[config.mk]
export PLATFORM = sky130hd
export DESIGN_NAME = condicionador_botoes
export DESIGN_NICKNAME = d
export VERILOG_FILES = /design/src/rtl/condicionador_pkg.sv /design/src/rtl/condicionador_botoes_debounce_botao.sv /design/src/rtl/condicionador_botoes.sv
export SDC_FILE = /design/constraint.sdc
export NUM_CORES = 1
export LEC_CHECK = 0
export BUFFER_PORTS_ARGS = -buffer_cell sky130_fd_sc_hd__buf_2
export CAP_MARGIN = 10
export CORE_MARGIN = 5
export CORE_UTILIZATION = 49
export CTS_CLUSTER_SIZE = 28
export DETAILED_ROUTE_END_ITERATION = 8
export PLACE_DENSITY = 0.66
export SYNTH_ARGS = -nofsm -noshare
export SYNTH_HDL_FRONTEND = slang
export SYNTH_HIERARCHICAL = 1
export SYNTH_SLANG_ARGS = --single-unit
[constraint.sdc]
create_clock -name i_clk -period 2.35 [get_ports i_clk]
set_clock_uncertainty 0.2 [all_clocks]
set_input_delay 0.705 -clock i_clk [delete_from_list [all_inputs] [get_ports i_clk]]
set_output_delay 0.705 -clock i_clk [all_outputs]
set_load 0.05 [all_outputs]
[src/rtl/condicionador_pkg.sv]
// condicionador_pkg
// Shared types and constants for the button conditioning block.
//   estado_t       : per-channel debounce FSM state (2 bits)
//   JOGADAS_W      : width of the accepted-move counter
//   JOGADAS_MAX    : saturation value of the move counter
//   incrementa_sat : saturating increment of the move counter
package condicionador_pkg;

   typedef enum logic [1:0] {
      SOLTO            = 2'd0,
      CONFIRMA_PRESSAO = 2'd1,
      PRESSIONADO      = 2'd2,
      CONFIRMA_SOLTURA = 2'd3
   } estado_t;

   localparam int                   JOGADAS_W   = 8;
   localparam logic [JOGADAS_W-1:0] JOGADAS_MAX = 8'd255;

   function automatic logic [JOGADAS_W-1:0] incrementa_sat(input logic [JOGADAS_W-1:0] v);
      logic [JOGADAS_W-1:0] r;
      if (v == JOGADAS_MAX) begin
         r = v;
      end else begin
         r = v + 8'd1;
      end
      return r;
   endfunction

endpackage

[src/rtl/condicionador_botoes_debounce_botao.sv]
// debounce_botao
// One button channel: polarity normalisation, 2-flop synchroniser and a
// four-state debounce FSM with a stability counter.
//   i_clk      : system clock
//   i_rst      : synchronous active-high reset
//   i_raw      : asynchronous raw button level
//   o_estavel  : debounced pressed level (1 = pressed)
//   o_evento   : high during the cycle whose edge accepts a press
module debounce_botao
   import condicionador_pkg::*;
#(
   parameter int DEBOUNCE_CICLOS = 50000,
   parameter int CNT_W           = 16,
   parameter bit ATIVO_BAIXO     = 1'b1
) (
   input  logic i_clk,
   input  logic i_rst,
   input  logic i_raw,
   output logic o_estavel,
   output logic o_evento
);

   localparam logic [CNT_W-1:0] CNT_FIM = CNT_W'(DEBOUNCE_CICLOS - 1);

   logic             w_p;
   logic             r_sync1;
   logic             r_sync2;
   estado_t          r_estado;
   estado_t          w_estado_prox;
   logic [CNT_W-1:0] r_cnt;
   logic [CNT_W-1:0] w_cnt_prox;

   // After this XOR, 1 always means "pressed".
   assign w_p = i_raw ^ ATIVO_BAIXO;

   // Synchroniser, FSM state and counter registers.
   always_ff @(posedge i_clk) begin
      if (i_rst) begin
         r_sync1  <= 1'b0;
         r_sync2  <= 1'b0;
         r_estado <= SOLTO;
         r_cnt    <= '0;
      end else begin
         r_sync1  <= w_p;
         r_sync2  <= r_sync1;
         r_estado <= w_estado_prox;
         r_cnt    <= w_cnt_prox;
      end
   end

   // Next-state, counter and press-event decode.
   always_comb begin
      w_estado_prox = r_estado;
      w_cnt_prox    = r_cnt;
      o_evento      = 1'b0;
      case (r_estado)
         SOLTO: begin
            if (r_sync2) begin
               w_estado_prox = CONFIRMA_PRESSAO;
               w_cnt_prox    = '0;
            end else begin
               w_estado_prox = SOLTO;
            end
         end
         CONFIRMA_PRESSAO: begin
            if (!r_sync2) begin
               w_estado_prox = SOLTO;
            end else if (r_cnt == CNT_FIM) begin
               w_estado_prox = PRESSIONADO;
               o_evento      = 1'b1;
            end else begin
               w_cnt_prox = r_cnt + 1'b1;
            end
         end
         PRESSIONADO: begin
            if (!r_sync2) begin
               w_estado_prox = CONFIRMA_SOLTURA;
               w_cnt_prox    = '0;
            end else begin
               w_estado_prox = PRESSIONADO;
            end
         end
         CONFIRMA_SOLTURA: begin
            // A return to pressed here is bounce on release: no new event.
            if (r_sync2) begin
               w_estado_prox = PRESSIONADO;
            end else if (r_cnt == CNT_FIM) begin
               w_estado_prox = SOLTO;
            end else begin
               w_cnt_prox = r_cnt + 1'b1;
            end
         end
         default: begin
            w_estado_prox = SOLTO;
            w_cnt_prox    = '0;
         end
      endcase
   end

   assign o_estavel = (r_estado == PRESSIONADO) || (r_estado == CONFIRMA_SOLTURA);

endmodule

[src/rtl/condicionador_botoes.sv]
// condicionador_botoes
// Debounces N_BOTOES raw buttons and emits one single-cycle pulse per press,
// plus a saturating count of accepted moves.
//   i_clk             : system clock
//   i_rst             : synchronous active-high reset
//   i_botoes_raw      : asynchronous raw button levels
//   i_habilita        : 1 = press pulses allowed (events are dropped otherwise)
//   i_limpa_jogadas   : synchronous clear of the move counter (beats increment)
//   o_botoes_pulso    : registered one-cycle press pulses
//   o_botoes_estavel  : debounced pressed level per channel
//   o_jogada          : OR of o_botoes_pulso
//   o_jogadas         : saturating accepted-move count
// Build option: define CONDICIONADOR_EXCLUSIVO_EN to accept a press only when
// no other channel is held, with the lowest index winning simultaneous events.
module condicionador_botoes
   import condicionador_pkg::*;
#(
   parameter int N_BOTOES        = 8,
   parameter int DEBOUNCE_CICLOS = 50000,
   parameter int CNT_W           = 16,
   parameter bit ATIVO_BAIXO     = 1'b1
) (
   input  logic                 i_clk,
   input  logic                 i_rst,
   input  logic [N_BOTOES-1:0]  i_botoes_raw,
   input  logic                 i_habilita,
   input  logic                 i_limpa_jogadas,
   output logic [N_BOTOES-1:0]  o_botoes_pulso,
   output logic [N_BOTOES-1:0]  o_botoes_estavel,
   output logic                 o_jogada,
   output logic [JOGADAS_W-1:0] o_jogadas
);

   logic [N_BOTOES-1:0]  w_evento;
   logic [N_BOTOES-1:0]  w_estavel;
   logic [N_BOTOES-1:0]  w_aceito;
   logic [N_BOTOES-1:0]  r_pulso;
   logic [JOGADAS_W-1:0] r_jogadas;

   for (genvar k = 0; k < N_BOTOES; k++) begin : g_canal
      debounce_botao #(
         .DEBOUNCE_CICLOS (DEBOUNCE_CICLOS),
         .CNT_W           (CNT_W),
         .ATIVO_BAIXO     (ATIVO_BAIXO)
      ) u_debounce (
         .i_clk     (i_clk),
         .i_rst     (i_rst),
         .i_raw     (i_botoes_raw[k]),
         .o_estavel (w_estavel[k]),
         .o_evento  (w_evento[k])
      );
   end

`ifdef CONDICIONADOR_EXCLUSIVO_EN
   // Exclusive arbitration: grant only if no other channel is held, lowest index first.
   always_comb begin
      logic                w_concedido;
      logic [N_BOTOES-1:0] w_outros;
      w_aceito    = '0;
      w_concedido = 1'b0;
      for (int k = 0; k < N_BOTOES; k++) begin
         w_outros    = w_estavel;
         w_outros[k] = 1'b0;
         if (w_evento[k] && !w_concedido && (w_outros == '0)) begin
            w_aceito[k] = 1'b1;
            w_concedido = 1'b1;
         end else begin
            w_aceito[k] = 1'b0;
         end
      end
   end
`else
   // Independent channels: every event is a candidate pulse.
   always_comb begin
      w_aceito = w_evento;
   end
`endif

   // Pulse register; gating drops events while habilita is low.
   always_ff @(posedge i_clk) begin
      if (i_rst) begin
         r_pulso <= '0;
      end else begin
         r_pulso <= w_aceito & {N_BOTOES{i_habilita}};
      end
   end

   // Move counter: clear beats increment, simultaneous pulses count once.
   always_ff @(posedge i_clk) begin
      if (i_rst) begin
         r_jogadas <= '0;
      end else if (i_limpa_jogadas) begin
         r_jogadas <= '0;
      end else if (o_jogada) begin
         r_jogadas <= incrementa_sat(r_jogadas);
      end else begin
         r_jogadas <= r_jogadas;
      end
   end

   assign o_botoes_pulso   = r_pulso;
   assign o_botoes_estavel = w_estavel;
   assign o_jogada         = |r_pulso;
   assign o_jogadas        = r_jogadas;

endmodule

* After elaboration in Yosys (flattened, before gate mapping)
Index checks and enable logic that the tools add are counted.
Word-level totals: output and inout bits 25, bits in registers 176, logic and storage cells 297, input port bits 12
Operators by class: add/subtract/negate cells 9, equality and inequality tests 81, bitwise logic cells 10, reductions and logical operators 35, mux-type cells 128
Operators with widths (number):
- 16-bit 2-to-1 mux | 40
- 16-bit one-hot mux with 4 select lines | 8
- 16-bit by 1-bit adder with 16-bit output (second input constant) | 8
- 16-bit == test (second input constant) | 8
- 2-bit 2-to-1 mux | 32
- 2-bit one-hot mux with 4 select lines | 8
- 1-bit 2-to-1 mux | 40
- 2-bit == test (second input constant) | 16
- 2-bit by 1-bit inequality test with 1-bit output (second input constant) | 16
- 2-bit inequality test (second input constant) | 16
- 4-bit AND reduction | 8
- 3-bit by 1-bit inequality test with 1-bit output (second input constant) | 8
- 3-bit inequality test (second input constant) | 8
- 2-bit AND reduction | 9
- 2-bit by 1-bit == test with 1-bit output (second input constant) | 8
- 2-bit logical NOT | 8
- 1-bit NOT | 9
- 8-bit by 1-bit adder with 8-bit output (second input constant) | 1
- 8-bit bitwise AND | 1
- 8-bit == test (second input constant) | 1
- 1-bit logical OR | 8
- 8-bit OR reduction | 1
- 2-bit OR reduction | 1

* Logic depth before layout (Yosys ltp)
word-level depth 5, depth in mapped cells 7, depth with buffers taken out 5

* Hierarchy
The synthesis kept the hierarchy.
Modules (own cells, without submodules):
- debounce_botao | instances 8, cells an instance 123, sequential area each 400.4 µm², area an instance 1058.5 µm²
- condicionador_botoes | instances 1, cells an instance 66, sequential area each 320.3 µm², area an instance 649.4 µm²

* Worst setup path after synthesis
Ideal clock, no wire load.
kind register to output, start point reg r_pulso[5] (netlist: o_botoes_pulso[5]), end point out o_jogada, cell stages (with the launch flop) 3, slack 0.233 ns, data arrival time 1.212 ns, path buffers 0, cell sequence dfxtp_1 nor4_1 nand2_1
Between the ends: cells in the longest elaborated chain, start to end 1
RTL lines:
- from (decl) | line condicionador_botoes.sv:37 | logic [N_BOTOES-1:0] r_pulso;
- from (signal assigned) | line condicionador_botoes.sv:84 | r_pulso <= w_aceito & {N_BOTOES{i_habilita}};
- 8-bit OR reduction | line condicionador_botoes.sv:103 | assign o_jogada = |r_pulso;
- to (decl) | line condicionador_botoes.sv:30 | output logic o_jogada,
No other way between the ends.

* Worst setup path after layout
start point reg r_pulso[2] (netlist: o_botoes_pulso[2]), end point out o_jogada
Same word-level chain as after synthesis.

==> impl_metrics.yaml <==
finish:
  layout.nets: 1088
  final_layout_size_suffix_gt1_frac: 0.103
  finish.utilization: 0.555
  multiInputGateArea_mm2: 0.00518
  fillers: 1649
  antennaDiodeCount: 0
  final-seq-area_mm2: 0.00353
  flow.area_growth_from_synthesis_pct: 10.4
routing:
  dr_wl_met3_um: 600
  route.detailed.wl_per_inst_um: 15.1
  detailedRoute.firstIterationViolations: 374
  finalWirelength_mm: 19.7
  top_layer: "met4"
  vias: 7757
  drt.antenna.violating_nets: 0
  first_pass_iters: 4
  via_density_per_instance: 5.93
  wl_met1_mm: 10.1
  routed-wl-met2_mm: 8.87
  drcViolationCount: 0
clock_tree:
  post_cts.repair.setup_buffers: 0
  cts.htree.levels: 4
  tritoncts: "yes"
  cts_inserted_buffers: 17
  cts_root_buf: "clkbuf_16"
  cts-root-to-sink-buffers: 2
  clk_transition_reported_paths_ps: 60
  clock_sinks: 176
  holdBufCountCts: 0
  clock_insertion_delay_worst_skew_ps: 420
die:
  die_height_um: 146
  io-pin-count: 37
  floorplan.die.width_um: 146
  floorplan.core_area_mm2: 0.0181
  num_rows: 49
  initial_core_util: 0.502
  die-area_mm2: 0.0214
synthesis:
  synth_top_family_by_area: "simple AND/OR/NAND/NOR gates"
  yosys.area_share.xor_xnor: 0.0394
  post_synth_inst_count: 1050
  yosysUniqueCellTypes: 42
  synth_simple_gate_area_frac: 0.352
  synth.ff_latch_count: 176
  synth-compound-area-share: 0.133
  edff_count_synth: 0
  synthesis.yosys.warnings: 6
  syn-num-nets: 1071
  yosysSeqAreaShare: 0.386
  synth_flop_cell: "dfxtp_1"
  ys_async_sr_fraction: 0
  syn-mean-instance-area_um2: 8.68
  post_synth_mux_area_share: 0.0274
  synth.cell_area_mm2: 0.00912
  post_synth_fa_ha_maj_area_fraction: 0.0124
critical_path:
  timing.critical_path.arrival_ps: 1370
  timing.critical_path.required_ps: 1440
  r2r_cells: 5
  timing.setup.critical_path_class: "reg -> out"
  critPathLaunchType: "flop"
  critPathCaptureType: "primary output"
  critical_path_peak_fanout: 3
sta:
  slew-limit-headroom: 0.501
  post-route-min-period_ps: 2270
  final_hold_viol_count: 0
  rsz0062_at_grt: "true"
  timing.fmax_ghz: 0.440
  final.setup.tns_ps: 0
  max_transition_viols_final: 0
  setup-violations-final: 0
  timing.final.crit_share: 0.967
  worst_pin_slew_ps: 743
outcome:
  outcome: "completed"
placement:
  globalplace.congestion: 0.844
  port_buffers: 36
  dpl.hpwl_mm: 13.7
global_route:
  globalRoute.totalOverflow: 0
  grt_pass1_wl_mm: 34.2
  maximum_number_of_pins_on_one_net_before_global_route_repair: 41
  groute.usage.overall: 0.186
  first_global_vias: 7081
  antenna_found_initial: 0
min_path:
  hold_path.class: "in -> reg"
  min_path_cells: 2
job:
  max_cap_violations: 0
pwr:
  leakagePower_nw: 3.26
  power_per_cell_area_mw_per_mm2: 594
  vdd_ir_drop_max_uv: 441
## cell usage after synthesis, types with 3 or more instances
| cell type | number | area share |
|---|---|---|
| ha_1 | 9 | 0.012 |
| buf_2 | 16 | 0.0088 |
| buf_6 | 8 | 0.0099 |
| and2_1 | 16 | 0.011 |
| nand4bb_1 | 16 | 0.020 |
| nor4b_2 | 8 | 0.013 |
| mux2i_1 | 25 | 0.027 |
| a21oi_1 | 83 | 0.046 |
| xnor2_1 | 24 | 0.023 |
| xor2_1 | 17 | 0.016 |
| nand3b_1 | 8 | 0.0066 |
| nor3b_1 | 17 | 0.014 |
| and4_4 | 8 | 0.0099 |
| or4_1 | 56 | 0.046 |
| and4_1 | 25 | 0.024 |
| a21o_1 | 8 | 0.0066 |
| nor4_1 | 34 | 0.023 |
| o21ai_1 | 3 | 0.0016 |
| or4b_1 | 8 | 0.0088 |
| o31ai_1 | 48 | 0.040 |
| nand3_1 | 53 | 0.029 |
| and3_1 | 8 | 0.0055 |
| clkbuf_1 | 33 | 0.014 |
| nor2b_1 | 10 | 0.0069 |
| o21ai_0 | 40 | 0.022 |
| or3_2 | 3 | 0.0025 |
| nor3_1 | 9 | 0.0049 |
| a31oi_1 | 18 | 0.012 |
| nor2_1 | 51 | 0.021 |
| nand2_1 | 74 | 0.030 |
| and4bb_1 | 16 | 0.022 |
| nand2b_1 | 16 | 0.011 |
| or3_1 | 8 | 0.0055 |
| nand4_1 | 49 | 0.034 |
| dfxtp_1 | 176 | 0.39 |
| inv_1 | 41 | 0.017 |
## state kept, by name, summed over array words and instances (netlist names), named ones only
register	cells
g_canal.u_debounce/r_cnt	128
g_canal.u_debounce/r_estado	8
g_canal.u_debounce/r_sync1	8
g_canal.u_debounce/r_sync2	8
o_botoes_pulso	8
o_jogadas	8
## what timing repair did
action | in CTS | in global routing
pin swaps | 0 | 3
endpoints found under the setup margin | 1 | 1
resized for setup | 4 | 5
## cells by family after synthesis
| kind of cell | Yosys count |
|---|---|
| fa+ha+maj | 9 |
| compound gates | 205 |
| xor+xnor | 41 |
| mux | 25 |
| flops | 176 |
| buf+inv | 98 |
| simple gates | 496 |
## worst paths after layout
kind,slack (ps),endpoint,start
hold reg to reg,240,g_canal[2].u_debounce/r_sync2$_SDFF_PP0_,g_canal[2].u_debounce/r_sync1$_SDFF_PP0_
hold / removal,230,g_canal[0].u_debounce/r_sync1$_SDFF_PP0_,i_botoes_raw[0]
setup / recovery,80,o_jogada,o_botoes_pulso[2]$_SDFF_PP0_
setup reg to reg,300,g_canal[4].u_debounce/r_cnt[10]$_SDFFE_PP0P_,g_canal[4].u_debounce/r_cnt[0]$_SDFFE_PP0P_
## worst max-delay path, stage by stage (launching register included)
cell and delay, ps:
dfxtp_2 340, nor4_4 330, nand2_1 110, buf_6 170
## through the flow
stage	std cells	hold slack [ps]	total power, mW	worst slack (ps)	instance area (um2)
finish	1307	230	5.97	76.6	10100
global route	1307	212	6.21	-15.8	10100
CTS	1306	209	6.05	20.9	10000
detailed placement	1276	220	3.26	185	9440
global placement	1276	218	3.26	260	9440
floorplan	1050	214	3.20	233	9120
## layer usage
metal | GRT usage | vias up
met4 | 0.0395 | 0
met1 | 0.264 | 3639
met3 | 0.0397 | 9
met5 | 0 | -
li1 | - | 4003
met2 | 0.292 | 106
## cell type report
cell class              count  share of cell area
well taps                 229              0.0285
clock inverters             9              0.0108
inverters                  41              0.0153
repair buffers             55              0.0339
clock buffers              21              0.0467
flip-flops and latches    176               0.350
multi-input cells         776               0.514
## layout by cell type (no fill, tap or decap), drive strengths merged, types with 9 or more instances in the layout
cell       n
a21oi     83
a31oi     18
and2      16
and4      33
and4bb    16
buf       55
clkbuf    21
dfxtp    176
ha         9
inv       42
mux2i     25
nand2     74
nand2b    16
nand3     53
nand4     49
nand4bb   16
nor2      51
nor2b     10
nor3       9
nor3b     17
nor4      34
o21ai     43
o31ai     48
or3       11
or4       58
xnor2     24
xor2      17
## where the power goes
part / internal (mW) / switching, mW / leakage, nW
Combinational: 0.0538 / 0.126 / 1.56
Clock: 1.64 / 1.14 / 0.273
Sequential: 3.00 / 0.0123 / 1.42
Total: 4.69 / 1.28 / 3.26
Note: power is estimated with default switching activity, not from simulation.
